### config.mk
export PLATFORM = sky130hd
export DESIGN_NAME = unidade_busca_flat
export DESIGN_NICKNAME = d
export VERILOG_FILES = /design/src/rtl/unidade_busca_pkg.sv /design/src/rtl/unidade_busca_if.sv /design/src/rtl/unidade_busca_fila_instrucoes.sv /design/src/rtl/unidade_busca.sv /design/src/flat_wrapper.sv
export SDC_FILE = /design/constraint.sdc
export NUM_CORES = 1
export LEC_CHECK = 0
export CAP_MARGIN = 30
export CORE_ASPECT_RATIO = 0.9
export CORE_UTILIZATION = 40
export CTS_CLUSTER_SIZE = 12
export DETAILED_ROUTE_END_ITERATION = 8
export GPL_TIMING_DRIVEN = 0
export HOLD_SLACK_MARGIN = 0.02
export PLACE_DENSITY = 0.72
export SYNTH_ARGS = -nofsm -noshare
export SYNTH_HDL_FRONTEND = slang
export SYNTH_SLANG_ARGS = --single-unit
### constraint.sdc
create_clock -name clock -period 3 [get_ports clock]
set_clock_uncertainty 0.1 [all_clocks]
set_input_delay 0.45 -clock clock [delete_from_list [all_inputs] [get_ports clock]]
set_output_delay 0.45 -clock clock [all_outputs]
set_load 0.02 [all_outputs]
### src/rtl/unidade_busca_pkg.sv
// Shared definitions for the fetch unit and its neighbours (PC and decode).
// The state type is exported so other blocks can observe fetch progress.
package unidade_busca_pkg;

  localparam int ADDR_W_DEF = 32;
  localparam int DATA_W_DEF = 32;
  localparam logic [31:0] RESET_ADDR_DEF = 32'h0000_0000;
  localparam int INST_BYTES = 4;

  typedef enum logic [1:0] {
    ISSUE = 2'd0,
    WAIT  = 2'd1,
    DROP  = 2'd2
  } estado_busca_t;

endpackage

### src/rtl/unidade_busca_if.sv
// Instruction memory read channel: request (valid/ready/addr) and in-order response.
// The fetch unit uses the master view; the memory side uses the slave view.
interface unidade_busca_if
  import unidade_busca_pkg::*;
#(
  parameter int ADDR_W = ADDR_W_DEF,
  parameter int DATA_W = DATA_W_DEF
);

  logic              mem_req_valid;
  logic              mem_req_ready;
  logic [ADDR_W-1:0] mem_req_addr;
  logic              mem_resp_valid;
  logic [DATA_W-1:0] mem_resp_data;

  modport master (
    output mem_req_valid,
    output mem_req_addr,
    input  mem_req_ready,
    input  mem_resp_valid,
    input  mem_resp_data
  );

  modport slave (
    input  mem_req_valid,
    input  mem_req_addr,
    output mem_req_ready,
    output mem_resp_valid,
    output mem_resp_data
  );

endinterface

### src/rtl/unidade_busca_fila_instrucoes.sv
// Small synchronous FIFO holding {pc, instruction} pairs for decode.
// Flush wins over push and pop; a push into a full queue is accepted only
// when a pop frees the head in the same cycle. DEPTH must be a power of 2.
module fila_instrucoes #(
  parameter int WIDTH = 64,
  parameter int DEPTH = 4,
  localparam int PTR_W = $clog2(DEPTH),
  localparam int CNT_W = PTR_W + 1
) (
  input  logic             clock,
  input  logic             reset,
  input  logic             push,
  input  logic             pop,
  input  logic             flush,
  input  logic [WIDTH-1:0] wr_data,
  output logic [WIDTH-1:0] rd_data,
  output logic             full,
  output logic             empty,
  output logic [CNT_W-1:0] count
);

  logic [WIDTH-1:0] storage [DEPTH];
  logic [PTR_W-1:0] wr_ptr;
  logic [PTR_W-1:0] rd_ptr;
  logic             do_push;
  logic             do_pop;

  assign do_pop  = pop && !empty && !flush;
  assign do_push = push && (!full || do_pop) && !flush;

  assign empty   = (count == '0);
  assign full    = (count == CNT_W'(DEPTH));
  assign rd_data = storage[rd_ptr];

  // Pointer and occupancy bookkeeping; flush empties the queue in one edge
  always_ff @(posedge clock or posedge reset) begin
    if (reset) begin
      wr_ptr <= '0;
      rd_ptr <= '0;
      count  <= '0;
    end else if (flush) begin
      wr_ptr <= '0;
      rd_ptr <= '0;
      count  <= '0;
    end else begin
      if (do_push) wr_ptr <= wr_ptr + PTR_W'(1);
      if (do_pop)  rd_ptr <= rd_ptr + PTR_W'(1);
      count <= count + CNT_W'(do_push) - CNT_W'(do_pop);
    end
  end

  // Entry storage; contents need no reset since occupancy gates visibility
  always_ff @(posedge clock) begin
    if (do_push) storage[wr_ptr] <= wr_data;
  end

endmodule

### src/rtl/unidade_busca.sv
// Instruction fetch unit: issues one word read at a time, queues the
// {pc, instruction} results for decode, and restarts on branch redirects.
// A queue slot is reserved before a request goes out, so a response can
// always be pushed without backpressure on the memory side.
module unidade_busca
  import unidade_busca_pkg::*;
#(
  parameter int ADDR_W     = ADDR_W_DEF,
  parameter int DATA_W     = DATA_W_DEF,
  parameter int FIFO_DEPTH = 4,
  parameter logic [ADDR_W-1:0] RESET_ADDR = ADDR_W'(RESET_ADDR_DEF)
) (
  input  logic                clock,
  input  logic                reset,
  unidade_busca_if.master     mem,
  output logic                inst_valid,
  input  logic                inst_ready,
  output logic [DATA_W-1:0]   inst_data,
  output logic [ADDR_W-1:0]   inst_pc,
  input  logic                redirect_valid,
  input  logic [ADDR_W-1:0]   redirect_addr,
  output logic                busy
);

  localparam int CNT_W = $clog2(FIFO_DEPTH) + 1;

  estado_busca_t            state;
  logic [ADDR_W-1:0]        fetch_pc;
  logic [ADDR_W-1:0]        req_pc;
  logic [ADDR_W-1:0]        redirect_pc;
  logic                     req_valid_q;
  logic                     accept;
  logic                     push;
  logic                     pop;
  logic                     fifo_full;
  logic                     fifo_empty;
  logic                     slot_free_next;
  logic [CNT_W-1:0]         count;
  logic [CNT_W-1:0]         count_next;
  logic [ADDR_W+DATA_W-1:0] fifo_rd;

  assign redirect_pc = redirect_addr & ~ADDR_W'(INST_BYTES - 1);
  assign accept      = (state == ISSUE) && req_valid_q && mem.mem_req_ready;
  assign pop         = !fifo_empty && inst_ready;
  assign push        = (state == WAIT) && mem.mem_resp_valid && !redirect_valid &&
                       (!fifo_full || pop);

  assign mem.mem_req_valid = req_valid_q;
  assign mem.mem_req_addr  = fetch_pc;

  assign inst_valid           = !fifo_empty;
  assign {inst_pc, inst_data} = fifo_rd;
  assign busy                 = (state != ISSUE) || !fifo_empty;

  // Queue occupancy after this edge, used to decide whether a slot is free next cycle
  always_comb begin
    count_next = count;
    if (redirect_valid) begin
      count_next = '0;
    end else begin
      if (push) count_next = count_next + CNT_W'(1);
      if (pop)  count_next = count_next - CNT_W'(1);
    end
    slot_free_next = (count_next < CNT_W'(FIFO_DEPTH));
  end

  // Fetch FSM with registered request; redirect overrides everything else
  always_ff @(posedge clock or posedge reset) begin
    if (reset) begin
      state       <= ISSUE;
      fetch_pc    <= RESET_ADDR;
      req_pc      <= RESET_ADDR;
      req_valid_q <= 1'b0;
    end else if (redirect_valid) begin
      fetch_pc <= redirect_pc;
      if (accept || ((state != ISSUE) && !mem.mem_resp_valid)) begin
        state       <= DROP;
        req_valid_q <= 1'b0;
      end else begin
        state       <= ISSUE;
        req_valid_q <= 1'b1;
      end
    end else begin
      case (state)
        ISSUE: begin
          if (accept) begin
            state       <= WAIT;
            req_pc      <= fetch_pc;
            fetch_pc    <= fetch_pc + ADDR_W'(INST_BYTES);
            req_valid_q <= 1'b0;
          end else begin
            req_valid_q <= slot_free_next;
          end
        end
        WAIT, DROP: begin
          if (mem.mem_resp_valid) begin
            state       <= ISSUE;
            req_valid_q <= slot_free_next;
          end
        end
        default: begin
          state       <= ISSUE;
          req_valid_q <= 1'b0;
        end
      endcase
    end
  end

  fila_instrucoes #(
    .WIDTH (ADDR_W + DATA_W),
    .DEPTH (FIFO_DEPTH)
  ) u_fila (
    .clock   (clock),
    .reset   (reset),
    .push    (push),
    .pop     (pop),
    .flush   (redirect_valid),
    .wr_data ({req_pc, mem.mem_resp_data}),
    .rd_data (fifo_rd),
    .full    (fifo_full),
    .empty   (fifo_empty),
    .count   (count)
  );

endmodule
### src/flat_wrapper.sv
// flat-port wrapper written by rule: the top's interface ports become plain ports
module unidade_busca_flat import unidade_busca_pkg::*;
#(
  parameter int ADDR_W     = ADDR_W_DEF,
  parameter int DATA_W     = DATA_W_DEF,
  parameter int FIFO_DEPTH = 4,
  parameter logic [ADDR_W-1:0] RESET_ADDR = ADDR_W'(RESET_ADDR_DEF)
)
  (clock, reset, inst_valid, inst_ready, inst_data, inst_pc, redirect_valid, redirect_addr, busy, mem_mem_req_valid, mem_mem_req_addr, mem_mem_req_ready, mem_mem_resp_valid, mem_mem_resp_data);
  unidade_busca_if #(.ADDR_W(ADDR_W), .DATA_W(DATA_W)) mem_i ();
  input  logic clock;
  input  logic reset;
  output logic inst_valid;
  input  logic inst_ready;
  output logic [DATA_W-1:0] inst_data;
  output logic [ADDR_W-1:0] inst_pc;
  input  logic redirect_valid;
  input  logic [ADDR_W-1:0] redirect_addr;
  output logic busy;
  output wire logic [$bits(mem_i.mem_req_valid)-1:0] mem_mem_req_valid;
  output wire logic [$bits(mem_i.mem_req_addr)-1:0] mem_mem_req_addr;
  input wire logic [$bits(mem_i.mem_req_ready)-1:0] mem_mem_req_ready;
  input wire logic [$bits(mem_i.mem_resp_valid)-1:0] mem_mem_resp_valid;
  input wire logic [$bits(mem_i.mem_resp_data)-1:0] mem_mem_resp_data;
  assign mem_mem_req_valid = mem_i.mem_req_valid;
  assign mem_mem_req_addr = mem_i.mem_req_addr;
  assign mem_i.mem_req_ready = mem_mem_req_ready;
  assign mem_i.mem_resp_valid = mem_mem_resp_valid;
  assign mem_i.mem_resp_data = mem_mem_resp_data;
  unidade_busca #(.ADDR_W(ADDR_W), .DATA_W(DATA_W), .FIFO_DEPTH(FIFO_DEPTH), .RESET_ADDR(RESET_ADDR)) u_core (.clock(clock), .reset(reset), .mem(mem_i), .inst_valid(inst_valid), .inst_ready(inst_ready), .inst_data(inst_data), .inst_pc(inst_pc), .redirect_valid(redirect_valid), .redirect_addr(redirect_addr), .busy(busy));
endmodule
==> key figures, run 1 <==
Place
  – Post-DP Area: 0.0149 mm2
  – Port Buffers: 162
  – Placer congestion estimate: 0.800
  – DP Worst Slack: -0.286 ns
  – Inst Count DP: 1249
  – Post-DP HPWL: 17100 um

GRT
  – Largest net degree at the start of global routing: 71
  – Initial antenna violation count: 0
  – First-pass GRT wire length: 40600 um
  – Total congestion overflow: 0
  – Total Routing Usage GR: 16.8%
  – Vias in the first global route: 6748

CTS
  – Clock buffer depth: 3
  – CTS H-tree lvls: 2
  – Post-CTS setup buffer count: 0
  – CTS Sinks: 318
  – Hold bufs inserted after CTS: 0
  – CTS tree: done
  – Clock-pin slew on the worst setup and hold paths: 0.06 ns
  – Worst skew pair latency: 0.51 ns
  – Root buffer cell: clkbuf_16
  – Inserted Clock Buffers: 34

Route
  – M1 wire length: 12100 um
  – Via density: 5.13
  – Met3 WL post-DR: 1650 um
  – Vias: 6696
  – Initial DRC count: 381
  – Routed Antenna Nets: 0
  – Final Routed Wirelength: 26500 um
  – WL met2: 12400 um
  – Drt drc: 0
  – Initial DRT Pass Iterations: 5
  – Max Used Layer: met4
  – Wire length per cell: 20.3 um

Power and ir drop
  – Sw frac: 26.3%
  – P_leak: 5.64 nW
  – Power Total: 12.1 mW
  – Power Dens Cells: 755 mW/mm2
  – Share of power burned in registers: 47.1%
  – Internal power: 8.90 mW
  – Max IR drop VDD: 468 uV
  – Psw: 3.18 mW
  – Logic pwr share: 21.0%
  – Clock share of power: 31.9%

Cells and area
  – Area growth syn-to-layout: 27.1%
  – # fillers: 2508
  – Seq. cell area: 0.00920 mm2
  – Finished Layout Cells: 1305
  – Ant. Diodes: 0
  – Fin area: 0.0160 mm2
  – Layout cells sized above 1: 20.9%
  – Multi-input combinational cell area: 0.00318 mm2
  – Final core occ: 51.8%
  – Nets: 958

Worst setup path
  – Flop-to-flop setup slack: 0.25 ns
  – CP Cell Sequence: buf_6 > buf_8 > mux4_2 > clkdlybuf4s50_1
  – Critical-path top delay cell: clkdlybuf4s50_1
  – Worst EP required: 2.45 ns
  – Data arrival time of the worst path: 2.36 ns
  – Delay of the slowest critical-path stage: 0.55 ns
  – Worst Reg-to-Reg Cells: 12
  – Worst-path maximum fanout: 10
  – Worst reg2reg path endpoint: u_core.u_fila.count[2]$_DFF_PP0_
  – R2R Path Start: u_core.u_fila.count[1]$_DFF_PP0_
  – Startpoint type of the worst setup path: flop
  – Setup crit end kind: output port
  – WS Path Type: flop to output port

Logic synthesis
  – Post-synth top cells: edfxtp_1 (248), dfrtp_1 (70), mux4_2 (62)
  – Largest area contributor in the netlist: edfxtp_1
  – YS warnings: 0
  – Mapped Area: 0.0126 mm2
  – Post-synth ARST share: 22.0%
  – Commonest register cell after synthesis: edfxtp_1
  – Most common cell in the netlist: edfxtp_1
  – Synth top area share: 59.1%
  – Ranking of synthesized cells by area: edfxtp_1 (59%), dfrtp_1 (14%), mux4_2 (11%)
  – Post-synthesis cell type count: 50
  – Post-synth EDFFs: 248
  – Cells after Synth: 671
  – Avg Synthesized Cell Area: 18.8 um2
  – Sequential share of the synthesized area: 73.1%
  – Flops & latches, synth: 318

STA
  – Setup-failing EPs final: 0
  – Final hold violations: 0
  – Worst Max-Slew Pin Slew: 0.883 ns
  – Hold_ws: 0.376 ns
  – Period utilization: 97.0%
  – RSZ-0062 raised after global routing: yes
  – Max Freq: 344 MHz
  – Final worst slack: 0.0895 ns
  – Slew HR: 41.1%
  – Final TNS setup: 0 ns
  – Min Clock Period, post-route: 2.91 ns
  – Final Max Tran Viols: 0

Run
  – Maximum capacitance violations: 0

Floorplanning
  – Core area: 0.0309 mm2
  – DIE AREA: 0.0322 mm2
  – Initial core utilization: 40.7%
  – Die Y: 170 um
  – Die X: 189 um
  – Std cell rows: 61
  – Boundary Pins: 169

Status
  – Outcome: finished, final reports clean

Worst hold path
  – Hold WC Path Type: input port to flop
  – Hold Crit Start: redirect_addr[30]
  – Worst Hold Endpoint: u_core.mem.mem_req_addr[30]$_DFFE_PP0P_
  – Hold Path Cell Cnt: 3
==> state kept, by name, summed over array words and instances, names as in the netlist <==
signal and cells:
u_core.req_pc 30, u_core.u_fila.wr_ptr 2, u_core.mem.mem_req_valid 1, u_core.u_fila.rd_ptr 2
u_core.u_fila.count 3, u_core.state 2, u_core.u_fila.storage 248, u_core.mem.mem_req_addr 30
==> critical path, delay by kind of cell, from the launching register on <==
kind                   cells  cell delay, ns
buffers and inverters      3            0.96
muxes                      1            0.53
DFF                        1            0.34
==> layout make-up <==
type | count | share of cell area (%)
Buffer | 33 | 1.56
Inverter | 14 | 0.344
Multi-Input combinational cell | 308 | 19.9
Clock inverter | 9 | 0.547
Tap cell | 409 | 3.20
Sequential cell | 318 | 57.5
Clock buffer | 48 | 5.90
Timing Repair Buffer | 166 | 11.1
==> kinds of logic after synthesis <==
| kind of cell | share of synthesized area [%] |
|---|---|
| DFF | 73.1 |
| and+or+nand+nor | 5.67 |
| muxes | 13.8 |
| buffers and inverters | 1.92 |
| AOI/OAI and AO/OA | 1.70 |
| xor gates and xnor gates | 2.43 |
| adders and majority gates | 1.35 |
| other | 0.0298 |
==> metal layers <==
layer  GRT usage (%)  vias to the layer above
li1                -                     3020
met1            24.1                     3417
met2            26.5                      230
met3            3.24                       29
met4            4.17                        0
met5               0                        -
==> power groups by stage <==
stage	Sequential [mW]	Clock [mW]	Combinational [mW]
after floorplan	5.69	0	1.52
after global placement	5.73	0	2.50
after detailed placement	5.77	0	2.54
after CTS	5.69	3.95	2.55
after global routing	5.75	4.12	2.73
final	5.69	3.85	2.54
==> worst max path at each step <==
stage,start,endpoint,slack (ns)
floorplan,u_core.u_fila.count[1]$_DFF_PP0_,u_core.u_fila.storage[0][0]$_DFFE_PP_,0.41
global placement,inst_ready,u_core.u_fila.storage[1][4]$_DFFE_PP_,-0.81
detailed placement,inst_ready,u_core.u_fila.count[2]$_DFF_PP0_,-0.29
CTS,u_core.u_fila.rd_ptr[0]$_DFFE_PP0P_,inst_pc[19],-0.1
global route,u_core.u_fila.rd_ptr[0]$_DFFE_PP0P_,inst_pc[11],-0.02
finish,u_core.u_fila.rd_ptr[0]$_DFFE_PP0P_,inst_data[24],0.09
==> layout by cell type, fill, tap and decap left out, types with 13 or more instances in the layout <==
cell	n
edfxtp_1	248
mux2_2	29
clkbuf_1	18
o21ai_1	22
inv_1	13
xnor2_1	20
dfrtp_1	69
xor2_1	15
clkdlybuf4s50_1	133
mux4_2	62
clkbuf_16	35
nand2_1	51
dlymetal6s2s_1	20
==> what timing repair did <==
action / 4_1_cts / 5_1_grt
resized for setup: 23 / 36
pin swaps: 0 / 0
endpoints found under the setup margin: 59 / 52
Note: power is estimated with default switching activity, not from simulation.
==> run 2: changes to the inputs <==
Settings changed: PLACE_DENSITY 0.72 to 0.71, SYNTH_HIERARCHICAL set to 1.
==> run 2 against run 1 <==
Synthesized cell count grew 2.8%. Sequential power grew 2%. Area after synthesis grew 2.4%. Routed wire length shrank 1.5%. Global-route usage shrank 0.49 points. Total power shrank 12%. Die area grew 2.4%. Critical path depth grew 11. Final area grew 1.8%.
==> key figures, run 2 <==
Worst setup path
  – WS Path Type: flop to flop
  – Startpoint type of the worst setup path: flop
  – Setup crit end kind: flop
  – Worst EP required: 3.28 ns (+0.83 ns)
  – Critical-path top delay cell: dfrtp_1
  – Worst-path maximum fanout: 3 (-7)
  – Worst path most repeated cell: inv_1
  – Delay of the slowest critical-path stage: 0.40 ns (-0.15 ns)
  – Data arrival time of the worst path: 3.21 ns (+0.85 ns)
  – CP Cell Sequence: inv_1 > ha_1 > nand2_1 > a211oi_2 > inv_2 > a211oi_4 > inv_1 > ha_1 > inv_1 > ha_1 > inv_1 > fa_1 > xor2_1 > and2_1 > nor3_2

CTS
  – Worst skew pair latency: 0.52 ns (about the same)
  – CTS tree: done
  – CTS H-tree lvls: 2 (unchanged)
  – CTS Sinks: 326 (+2.5%)
  – Clock-pin slew on the worst setup and hold paths: 0.06 ns (about the same)
  – Clock buffer depth: 3 (unchanged)
  – Inserted Clock Buffers: 35 (+2.9%)
  – Root buffer cell: clkbuf_16

Logic synthesis
  – YS warnings: 6 (+6)
  – Post-synthesis cell type count: 50 (unchanged)
  – Post-synth EDFFs: 256 (+3.2%)
  – Post-synth top cells: edfxtp_1 (256), dfrtp_1 (70), mux4_2 (64)
  – Ranking of synthesized cells by area: edfxtp_1 (60%), dfrtp_1 (14%), mux4_2 (11%)
  – Commonest register cell after synthesis: edfxtp_1
  – Sequential share of the synthesized area: 73.2% (+0.15 points)
  – Post-synth ARST share: 21.5% (-0.54 points)
  – Largest area contributor in the netlist: edfxtp_1
  – Cells after Synth: 690 (+2.8%)
  – Mapped Area: 0.0129 mm2 (+2.4%)
  – Flops & latches, synth: 326 (+2.5%)
  – Avg Synthesized Cell Area: 18.7 um2 (-0.42%)
  – Most common cell in the netlist: edfxtp_1
  – Synth top area share: 59.6% (+0.48 points)

Power and ir drop
  – Power Dens Cells: 654 mW/mm2 (-13%)
  – P_leak: 5.63 nW (about the same)
  – Max IR drop VDD: 392 uV (-16%)

GRT
  – Initial antenna violation count: 0 (unchanged)
  – Total Routing Usage GR: 16.3% (-0.49 points)
  – First-pass GRT wire length: 40500 um (-0.29%)
  – Total congestion overflow: 0 (unchanged)
  – Vias in the first global route: 7150 (+6.0%)
  – Largest net degree at the start of global routing: 57 (-20%)

Cells and area
  – Fin area: 0.0163 mm2 (+1.8%)
  – Most flops, register: u_core/u_fila/storage
  – Most common cell after layout, fill and taps aside: edfxtp_1
  – Final core occ: 52.0% (+0.29 points)
  – Layout cells sized above 1: 20.5% (-0.38 points)
  – Area growth syn-to-layout: 26.3%
  – Max FFs per register: 256 (+3.2%)
  – Nets: 992 (+3.5%)
  – Ant. Diodes: 0 (unchanged)
  – Most frequent cells in the layout: edfxtp_1 (256), clkdlybuf4s50_1 (125), dfrtp_1 (67)

Floorplanning
  – DIE AREA: 0.0330 mm2 (+2.4%)
  – Boundary Pins: 169 (unchanged)
  – Die Y: 172 um (+1.2%)
  – Std cell rows: 61 (unchanged)
  – Initial core utilization: 41.2% (+0.47 points)
  – Core area: 0.0313 mm2 (+1.2%)
  – Die X: 191 um (+1.2%)

STA
  – Period utilization: 97.6% (+0.62 points)
  – Slew HR: 55.3% (+14 points)
  – Final Max Tran Viols: 0 (unchanged)
  – Max Freq: 341 MHz (-0.63%)
  – Min Clock Period, post-route: 2.93 ns (+0.0186 ns)
  – Final hold violations: 0 (unchanged)
  – Final worst slack: 0.0710 ns (-0.0186 ns)
  – Setup-failing EPs final: 0 (unchanged)
  – Worst Max-Slew Pin Slew: 0.671 ns (-0.212 ns)
  – RSZ-0062 raised after global routing: yes

Run
  – Maximum capacitance violations: 0 (unchanged)

Place
  – Placer congestion estimate: 0.818 (+2.3%)
  – Post-DP HPWL: 16700 um (-2.3%)
  – DP Worst Slack: -0.805 ns (-0.519 ns)
  – Post-DP Area: 0.0152 mm2 (+2.4%)
  – Port Buffers: 164 (+1.2%)

Route
  – Drt drc: 0 (unchanged)
  – Via density: 5.09 (-0.80%)
  – Initial DRT Pass Iterations: 4 (-1)
  – Vias: 6826 (+1.9%)
  – Initial DRC count: 324 (-15%)
  – Routed Antenna Nets: 0 (unchanged)
  – Wire length per cell: 19.4 um (-4.2%)
  – Final Routed Wirelength: 26100 um (-1.5%)

Worst hold path
  – Hold WC Path Type: input port to asynchronous set/reset pin

Status
  – Outcome: finished, final reports clean
run 2: path summary, 6_finish.rpt:
kind,slack (ns),cells after the start,endpoint,start
min in group clock,0.38,3,u_core/mem.mem_req_addr[21]$_DFFE_PP0P_,redirect_addr[21]
worst max-delay path,0.07,15,u_core/u_fila/count[2]$_DFF_PP0_,u_core/state[1]$_DFFE_PP0P_
worst max register to register,0.07,15,u_core/u_fila/count[2]$_DFF_PP0_,u_core/state[1]$_DFFE_PP0P_
worst min register to register,0.41,0,u_core/u_fila/storage[2][54]$_DFFE_PP_,u_core/req_pc[22]$_DFFE_PP0P_
worst min-delay path,0.17,2,u_core/u_fila/rd_ptr[0]$_DFFE_PP0P_,reset
max in group asynchronous,1.99,3,u_core/req_pc[31]$_DFFE_PP0P_,reset
run 2: cell families after synthesis:
logic type	after synthesis	share of synthesized area, %
and+or+nand+nor	125	5.44
muxes	93	13.7
buffers and inverters	51	2.05
AOI/OAI and AO/OA	48	2.06
DFF	326	73.2
xor gates and xnor gates	34	2.31
other	1	0.0291
adders and majority gates	12	1.22
run 2: cell type report:
type                       instances  area, um2
sequential                       326       9440
inverter                          20       75.1
multi-input combinational        322       3260
timing repair buffer             174       1760
clock buffer                      46        917
clock inverter                    13        100
tap                              409        512
buffer                            31        215
fill                            2573      15000
run 2: through the flow:
stage | hold slack [ns] | power [mW] | std cells | TNS, ns
6_report | 0.167 | 10.7 | 1341 | 0
5_1_grt | 0.174 | 11.1 | 1341 | -0.0764
4_1_cts | 0.162 | 10.8 | 1338 | 0
3_5_place_dp | 0.406 | 6.91 | 1277 | -87.66
3_3_place_gp | 0.390 | 6.85 | 1272 | -319.61
2_1_floorplan | 0.153 | 6.35 | 699 | 0
run 2: worst max-delay path, delay by kind of cell, from the launching register on:
kind / cells / cell delay, ns
AND/OR/NAND/NOR: 3 / 0.29
flip-flops: 1 / 0.40
buffers and inverters: 5 / 0.38
AO/OA/AOI/OAI: 2 / 0.51
adder cells (fa/ha/maj): 4 / 0.96
XOR/XNOR: 1 / 0.17
run 2: power breakdown:
| group | internal (mW) | total, mW | switching [mW] | leakage, nW |
|---|---|---|---|---|
| registers | 5.40 | 5.79 | 0.394 | 3.18 |
| logic | 0.526 | 1.02 | 0.496 | 1.96 |
| clock network | 2.17 | 3.84 | 1.67 | 0.494 |
run 2: timing repair:
item	4_1_cts	5_1_grt
endpoints found under the setup margin	129	18
hold buffers	0	0
pin swaps	2	2
buffers inserted	2	3
resized for setup	50	7
run 2: metal layers:
metal | vias up | track usage [%] | share of wire (%)
li1 | 3105 | - | -
met1 | 3448 | 22.1 | 44
met2 | 237 | 27.2 | 48
met3 | 36 | 3.21 | 6.4
met4 | 0 | 4.07 | 1.6
met5 | - | 0 | 0
==> run 3: changes to the inputs <==
Settings changed: RECOVER_POWER set to 50.
==> run 3 against run 2 <==
Total power is 0.18% lower. Combinational power hardly changed. Register-to-register slack hardly changed. Flip-flop and latch count stayed put. Utilization is 0.052 points lower. Final cell count stayed put. Hold slack better by 0.11 ns. Sequential power hardly changed. Worst setup slack better by 0.0092 ns. Critical path depth stayed put. First-iteration DRC count is 3.7% lower. Die area stayed put. Critical endpoint unchanged.
==> key figures, run 3 (synthesized netlist as in run 2, its figures left out) <==
GRT
  – First-pass GRT wire length: 40500 um (unchanged)
  – Vias in the first global route: 7150 (unchanged)
  – Total congestion overflow: 0 (unchanged)
  – Largest net degree at the start of global routing: 57 (unchanged)
  – Initial antenna violation count: 0 (unchanged)
  – Total Routing Usage GR: 16.3% (unchanged)

Floorplanning
  – Boundary Pins: 169 (unchanged)
  – Die Y: 172 um (unchanged)
  – Initial core utilization: 41.2% (unchanged)
  – Core area: 0.0313 mm2 (unchanged)
  – DIE AREA: 0.0330 mm2 (unchanged)
  – Die X: 191 um (unchanged)
  – Std cell rows: 61 (unchanged)

Worst setup path
  – Setup crit end kind: flop
  – CP Cell Sequence: inv_1 > ha_1 > nand2_1 > a211oi_2 > inv_2 > a211oi_4 > inv_1 > ha_1 > inv_1 > ha_1 > inv_1 > fa_1 > xor2_1 > and2_1 > nor3_2
  – Top delay family on crit path: adder cells
  – Worst EP required: 3.27 ns (about the same)
  – Delay of the slowest critical-path stage: 0.40 ns (about the same)
  – Worst path most repeated cell: inv_1
  – Worst Reg-to-Reg Cells: 15 (unchanged)
  – Critical-path top delay cell: dfrtp_1
  – Startpoint type of the worst setup path: flop
  – Worst reg2reg path endpoint: u_core/u_fila/count[2]$_DFF_PP0_
  – Crit path buf inv count: 5 (unchanged)
  – Data arrival time of the worst path: 3.19 ns (-0.02 ns)
  – WS Path Type: flop to flop
  – CP startpoint: u_core/state[1]$_DFFE_PP0P_
  – R2R Path Start: u_core/state[1]$_DFFE_PP0P_
  – Flop-to-flop setup slack: 0.08 ns (about the same)
  – Worst-path maximum fanout: 3 (unchanged)

CTS
  – CTS H-tree lvls: 2 (unchanged)
  – Clock buffer depth: 3 (unchanged)
  – Worst skew pair latency: 0.52 ns (about the same)
  – Root buffer cell: clkbuf_16
  – Clock-pin slew on the worst setup and hold paths: 0.06 ns (about the same)
  – CTS tree: done
  – Inserted Clock Buffers: 35 (unchanged)
  – CTS Sinks: 326 (unchanged)
  – Hold bufs inserted after CTS: 0 (unchanged)

STA
  – Final TNS setup: 0 ns (unchanged)
  – Slew HR: 29.1% (-26 points)
  – Worst Max-Slew Pin Slew: 1.06 ns (+0.393 ns)
  – Final hold violations: 0 (unchanged)
  – Final Max Tran Viols: 0 (unchanged)
  – Setup-failing EPs final: 0 (unchanged)
  – Period utilization: 97.3% (-0.31 points)
  – RSZ-0062 raised after global routing: yes
  – Max Freq: 342 MHz (+0.32%)
  – Min Clock Period, post-route: 2.92 ns (-0.00920 ns)

Route
  – Final Routed Wirelength: 26100 um (about the same)
  – Vias: 6811 (-0.22%)
  – Wire length per cell: 19.5 um (about the same)
  – Routed Antenna Nets: 0 (unchanged)
  – Initial DRT Pass Iterations: 4 (unchanged)
  – Initial DRC count: 312 (-3.7%)
  – Drt drc: 0 (unchanged)
  – Via density: 5.08 (-0.22%)

Place
  – Inst Count DP: 1277 (unchanged)
  – Placer congestion estimate: 0.818 (unchanged)
  – Port Buffers: 164 (unchanged)
  – Post-DP HPWL: 16700 um (unchanged)

Cells and area
  – Nets: 992 (unchanged)
  – Ant. Diodes: 0 (unchanged)
  – Most common cell after layout, fill and taps aside: edfxtp_1
  – Most flops, register: u_core/u_fila/storage
  – Layout cells sized above 1: 20.3% (-0.21 points)
  – Max FFs per register: 256 (unchanged)
  – Area growth syn-to-layout: 26.2%
  – Finished Layout Cells: 1341 (unchanged)
  – Most frequent cells in the layout: edfxtp_1 (256), clkdlybuf4s50_1 (90), dfrtp_1 (67)

Power and ir drop
  – Power Dens Cells: 654 mW/mm2 (about the same)
  – Max IR drop VDD: 394 uV (+0.32%)
  – Power Total: 10.6 mW (-0.18%)
  – P_leak: 5.64 nW (about the same)

Worst hold path
  – Hold WC Path Type: input port to asynchronous set/reset pin

Status
  – Outcome: finished, final reports clean

Run
  – Maximum capacitance violations: 0 (unchanged)
-- run 3: cell count changes in the layout (fill, tap and decap cells not counted), sizes merged --
cell,before,now
dlygate4sd3,0,35
clkbuf,59,61
buf,28,26
clkdlybuf4s50,125,90
-- run 3: per-layer routing --
layer  up-vias  track usage [%]  share of wire, %
met2       229             27.2                48
met1      3444             22.1                44
li1       3101                -                 -
met4         0             4.07               1.6
met3        37             3.21               6.3
met5         -                0                 0
-- run 3: per-stage QoR --
stage,setup WS (ns),utilization (%),cell area (um2),hold WS (ns)
4_1_cts,0.00472,51.9,16200,0.162
3_3_place_gp,-1.20,48.2,15100,0.390
5_1_grt,-0.0469,52.0,16300,0.278
2_1_floorplan,0.0507,-,12900,0.153
3_5_place_dp,-0.805,48.6,15200,0.406
6_report,0.0802,52.0,16300,0.275
-- run 3: worst max path at each step --
| stage | depth (start not counted) | slack, ns | to |
|---|---|---|---|
| after global routing | 15 | -0.05 | u_core/u_fila/count[2]$_DFF_PP0_ |
| after floorplan | 14 | 0.05 | u_core/u_fila/count[2]$_DFF_PP0_ |
| after detailed placement | 14 | -0.80 | u_core/u_fila/count[2]$_DFF_PP0_ |
| after global placement | 6 | -1.20 | u_core/u_fila/storage[0][20]$_DFFE_PP_ |
| final | 15 | 0.08 | u_core/u_fila/count[2]$_DFF_PP0_ |
| after CTS | 3 | 0.005 | inst_data[15] |
-- run 3: cell type report --
type	count	area [um2]
inverter	20	75.1
fill	2575	15000
clock buffer	46	917
sequential	326	9440
timing repair buffer	174	1750
multi-input combinational	322	3260
tap	409	512
clock inverter	13	100
buffer	31	214
-- run 3: timing repair --
item	in CTS	in global routing
pin swaps	2	2
endpoints found under the setup margin	129	18
setup buffers	2	3
resized for setup	50	7
-- run 3: power by group --
group,internal [mW],switching [mW]
clock network,2.17,1.66
logic,0.513,0.496
registers,5.40,0.393
